**src/rtl/tom_wordasm32.sv**
```systemverilog
// rtl/tom_wordasm32.sv - 16-to-32-bit word assembler with high-half hold timeout
// Feeds a load-enabled 32-bit register: high half is held until its low half commits the word.
module tom_wordasm32 #(
  parameter int TMO = 15
) (
  input  logic        clk,
  input  logic        rst,
  input  logic [15:0] din,
  input  logic        wr,
  input  logic        hi,
  input  logic        clr,
  output logic [31:0] d,
  output logic        ld,
  output logic        pend,
  output logic        tmo
);

  typedef enum logic {EMPTY = 1'b0, HELD = 1'b1} state_t;

  localparam logic [7:0] CNT_LAST = 8'(TMO - 1);

  state_t      state, state_n;
  logic [15:0] hreg, hreg_n;
  logic [7:0]  cnt, cnt_n;
  logic [31:0] d_n;
  logic        ld_n, tmo_n;

  always_ff @(posedge clk) begin
    if (rst) begin
      state <= EMPTY;
      hreg  <= '0;
      cnt   <= '0;
      d     <= '0;
      ld    <= 1'b0;
      tmo   <= 1'b0;
    end else begin
      state <= state_n;
      hreg  <= hreg_n;
      cnt   <= cnt_n;
      d     <= d_n;
      ld    <= ld_n;
      tmo   <= tmo_n;
    end
  end

  // clr beats wr beats timeout; a low write always commits, even with nothing held.
  always_comb begin
    state_n = state;
    hreg_n  = hreg;
    cnt_n   = cnt;
    d_n     = d;
    ld_n    = 1'b0;
    tmo_n   = 1'b0;
    if (clr) begin
      state_n = EMPTY;
    end else if (wr) begin
      if (hi) begin
        hreg_n  = din;
        cnt_n   = '0;
        state_n = HELD;
      end else begin
        d_n     = {hreg, din};
        ld_n    = 1'b1;
        state_n = EMPTY;
      end
    end else if (state == HELD) begin
      if (cnt == CNT_LAST) begin
        tmo_n   = 1'b1;
        state_n = EMPTY;
      end else begin
        cnt_n = cnt + 8'd1;
      end
    end
  end

  assign pend = (state == HELD);

endmodule

```
**config.mk**
```make
export PLATFORM = sky130hd
export DESIGN_NAME = tom_wordasm32
export DESIGN_NICKNAME = d
export VERILOG_FILES = /design/src/rtl/tom_wordasm32.sv
export SDC_FILE = /design/constraint.sdc
export NUM_CORES = 1
export LEC_CHECK = 0
export CORE_ASPECT_RATIO = 2
export CORE_UTILIZATION = 40
export CTS_CLUSTER_DIAMETER = 50
export DETAILED_ROUTE_END_ITERATION = 7
export DONT_BUFFER_PORTS = 1
export PLACE_DENSITY_LB_ADDON = 0.12
export SETUP_SLACK_MARGIN = 0.02
export SLEW_MARGIN = 40
export SYNTH_ARGS = -nofsm -noshare
export SYNTH_HDL_FRONTEND = slang
export SYNTH_SLANG_ARGS = --single-unit
```
**constraint.sdc**
```tcl
create_clock -name clk -period 4.17 [get_ports clk]
set_clock_uncertainty 0.05 [all_clocks]
set_input_delay 0.417 -clock clk [delete_from_list [all_inputs] [get_ports clk]]
set_output_delay 0.417 -clock clk [all_outputs]
set_load 0.01 [all_outputs]
```
==> results by group <==
Clocking
  – Worst-Skew Late Latency: between 0.3 and 0.4 ns
  – Setup Fix Bufs, Post-CTS: 0
  – Inserted Clock Buffers: 9
  – H-tree depth: 3
  – CTS Hold Bufs: 0
  – PostCTS Resize Cnt: 0
  – Clock transition at the registers of the reported paths: 0.06 ns
  – Clk buf depth: 2
  – CTS tree: yes
  – Clock sink total: 59
  – Root Buffer: clkbuf_8

STA
  – RSZ-0062 raised after global routing: false
  – Slew margin rel.: a little under 50%
  – Worst Tran Pin Value: 0.771 ns
  – Setup TNS: 0 ns
  – Setup WS post-layout: 2.41 ns
  – Period minus WS final: between 1.5 and 2 ns
  – Final hold vios: 0
  – Fin. max-slew vios: 0
  – Final setup viols: 0
  – Period utilization: approximately 42%
  – Max Fclk: 568 MHz

Worst setup path
  – CP Launch Type: flip-flop
  – CP Launch Point: cnt[0]$_SDFFE_PP0P_
  – Crit end category: flip-flop
  – Worst path required time: 4.36 ns
  – Critical path arrival: 1.95 ns
  – Worst R2R Start: cnt[0]$_SDFFE_PP0P_
  – Crit Path Max Fanout: 11
  – Crit Path Category: reg -> reg

Synthesis
  – Sequential fraction of the synthesis area: 52.6%
  – Cell area after synthesis: 0.00224 mm^2
  – Mapped Nets: 297
  – Largest cells by area after synthesis: dfxtp_1 (53%), nand2_1 (16%), a21oi_1 (12%), clkbuf_1 (2.3%), a221oi_2 (1.3%)
  – Post-synth top area cell: dfxtp_1
  – Mapped Cells: 274
  – Post-synth top area share: 52.6%
  – FF+latch count, synth: 59
  – Mean Syn Cell Area: 8.19 um^2
  – Syn. warnings: 0
  – Distinct cells, synth: 34

Floorplanning
  – Row count: 38
  – Core ar.: 0.00542 mm^2
  – Die H: 108 um
  – I/O Pins: 56
  – Total die area: 0.00593 mm^2
  – Die extent in x: 55.0 um
  – Initial cell density of the core: 41.4%

Global route
  – Number of global-route vias before repair: 1,807
  – Total grt overflow: 0
  – Global route hottest layer: met2
  – Largest net degree at the start of global routing: 60
  – Met1 Use GR: 21.5%
  – First-pass GRT wire length: 8590 um
  – Tot GR Track Use: 21.0%
  – Met2 usage: 36.3%
  – Initial antenna violation count: 0
  – Met3 Usage GRT: 6.50%

Drt
  – Initial DRC count: 30
  – Post-route ant nets: 0
  – Via/cell ratio: 5.46
  – Routed wire length: between 5000 and 6000 um
  – DRC Markers: 0
  – Drt first pass iters: 4
  – Vias: 1,807
  – Routed len/inst: about 17 um

Place
  – Global placer's final weighted congestion: 0.756
  – Placed cells: 318
  – Port bufs: 0
  – Worst slack at placement: 2.39 ns
  – DP HPWL: 3660 um

Finish
  – Commonest non-fill, non-tap cell in the layout: nand2_1
  – Area growth, synth to finish: 7.36%
  – Fraction of layout cells with a size suffix above 1: 7.01%
  – NumNets Final: around 300
  – Finished Layout Cells: 331
  – Antenna Cells: 0
  – Most frequent cells in the layout: nand2_1 (97), dfxtp_1 (59), a21oi_1 (54)

Power
  – Leakage: between 0.7 and 0.8 nW
  – Pwr/cell area: 431 mW/mm^2
  – Peak supply drop: 236 uV

Job
  – Max-cap violations: 0

Outcome
  – Outcome: complete, no violations

Min path
  – Worst Hold Launch: rst
  – Min-Delay Path Class: in -> reg
[Yosys cell counts]
cell type,n
a211oi_1,1
a21o_1,2
a21oi_1,54
a221oi_2,2
a31oi_1,2
and3_1,1
and3b_1,1
and4_1,1
buf_1,2
buf_2,1
buf_6,2
clkbuf_1,14
dfxtp_1,59
ha_1,2
inv_1,3
nand2_1,97
nand2b_1,2
nand3_1,5
nand3b_1,2
nand4_1,1
nand4b_1,1
nor2_1,1
nor3_1,3
nor3b_2,1
nor3b_4,1
o2111ai_1,1
o211ai_1,1
o21ai_0,1
o21ai_2,2
o311ai_0,1
or2b_1,1
or3_1,4
or3b_1,1
xor2_1,1
[worst max-delay path, stage by stage (launching register included)]
cell and delay (ns):
dfxtp_1 0.35, inv_1 0.09, ha_1 0.15, nand4b_1 0.18, o21ai_2 0.49, o21ai_2 0.13
a221oi_2 0.24
[final timing paths]
check | to | slack [ns] | depth (start not counted)
worst max-delay path | cnt[4]$_SDFFE_PP0P_ | 2.41 | 6
worst min-delay path | d[3]$_SDFFE_PP0P_ | 0.11 | 1
worst max register to register | cnt[4]$_SDFFE_PP0P_ | 2.41 | 6
worst min register to register | d[16]$_SDFFE_PP0P_ | 0.39 | 2
[stage by stage]
| stage | util [%] | instance area, um^2 | hold slack (ns) | power (W) |
|---|---|---|---|---|
| 3_5_place_dp | 41.7 | 2260 | 0.391 | 0.000633 |
| 6_report | 44.4 | 2410 | 0.105 | 0.00104 |
| 3_3_place_gp | 41.6 | 2250 | 0.382 | 0.000632 |
| 2_1_floorplan | - | 2240 | 0.382 | 0.000632 |
| 5_1_grt | 44.4 | 2410 | 0.0801 | 0.00108 |
| 4_1_cts | 44.4 | 2410 | 0.0886 | 0.00105 |
[final cells by class]
cell class | instances | area, um^2
flip-flops and latches | 59 | 1180
multi-input cells | 193 | 970
well taps | 60 | 75.1
inverters | 3 | 11.3
repair buffers | 3 | 22.5
clock buffers | 13 | 149
fillers | 573 | 3010
[where the power goes]
group | internal [W] | total (W) | switching [W]
Combinational | 0.0000123 | 0.0000339 | 0.0000217
Clock | 0.000223 | 0.000418 | 0.000196
Sequential | 0.000576 | 0.000586 | 0.00000993
[cells by family after synthesis]
| group | count (synthesis) | synth area share (%) |
|---|---|---|
| AO/OA/AOI/OAI | 67 | 17.1 |
| XOR/XNOR | 1 | 0.390 |
| adder cells (fa/ha/maj) | 2 | 1.12 |
| buffers and inverters | 22 | 4.41 |
| flip-flops | 59 | 52.6 |
| AND/OR/NAND/NOR | 123 | 24.4 |
[flip-flops by register name (all words and copies together), names as in the netlist]
register	count
d	32
hreg	16
cnt	8
ld	1
pend	1
tmo	1
[layer usage]
| metal | wire length [um] | share of wire [%] | vias up |
|---|---|---|---|
| met5 | 0 | 0 | - |
| met3 | 296 | 5.3 | 5 |
| met1 | 2110 | 38 | 850 |
| li1 | - | - | 902 |
| met2 | 3110 | 55 | 50 |
| met4 | 82 | 1.5 | 0 |
Note: power is estimated with default switching activity, not from simulation.
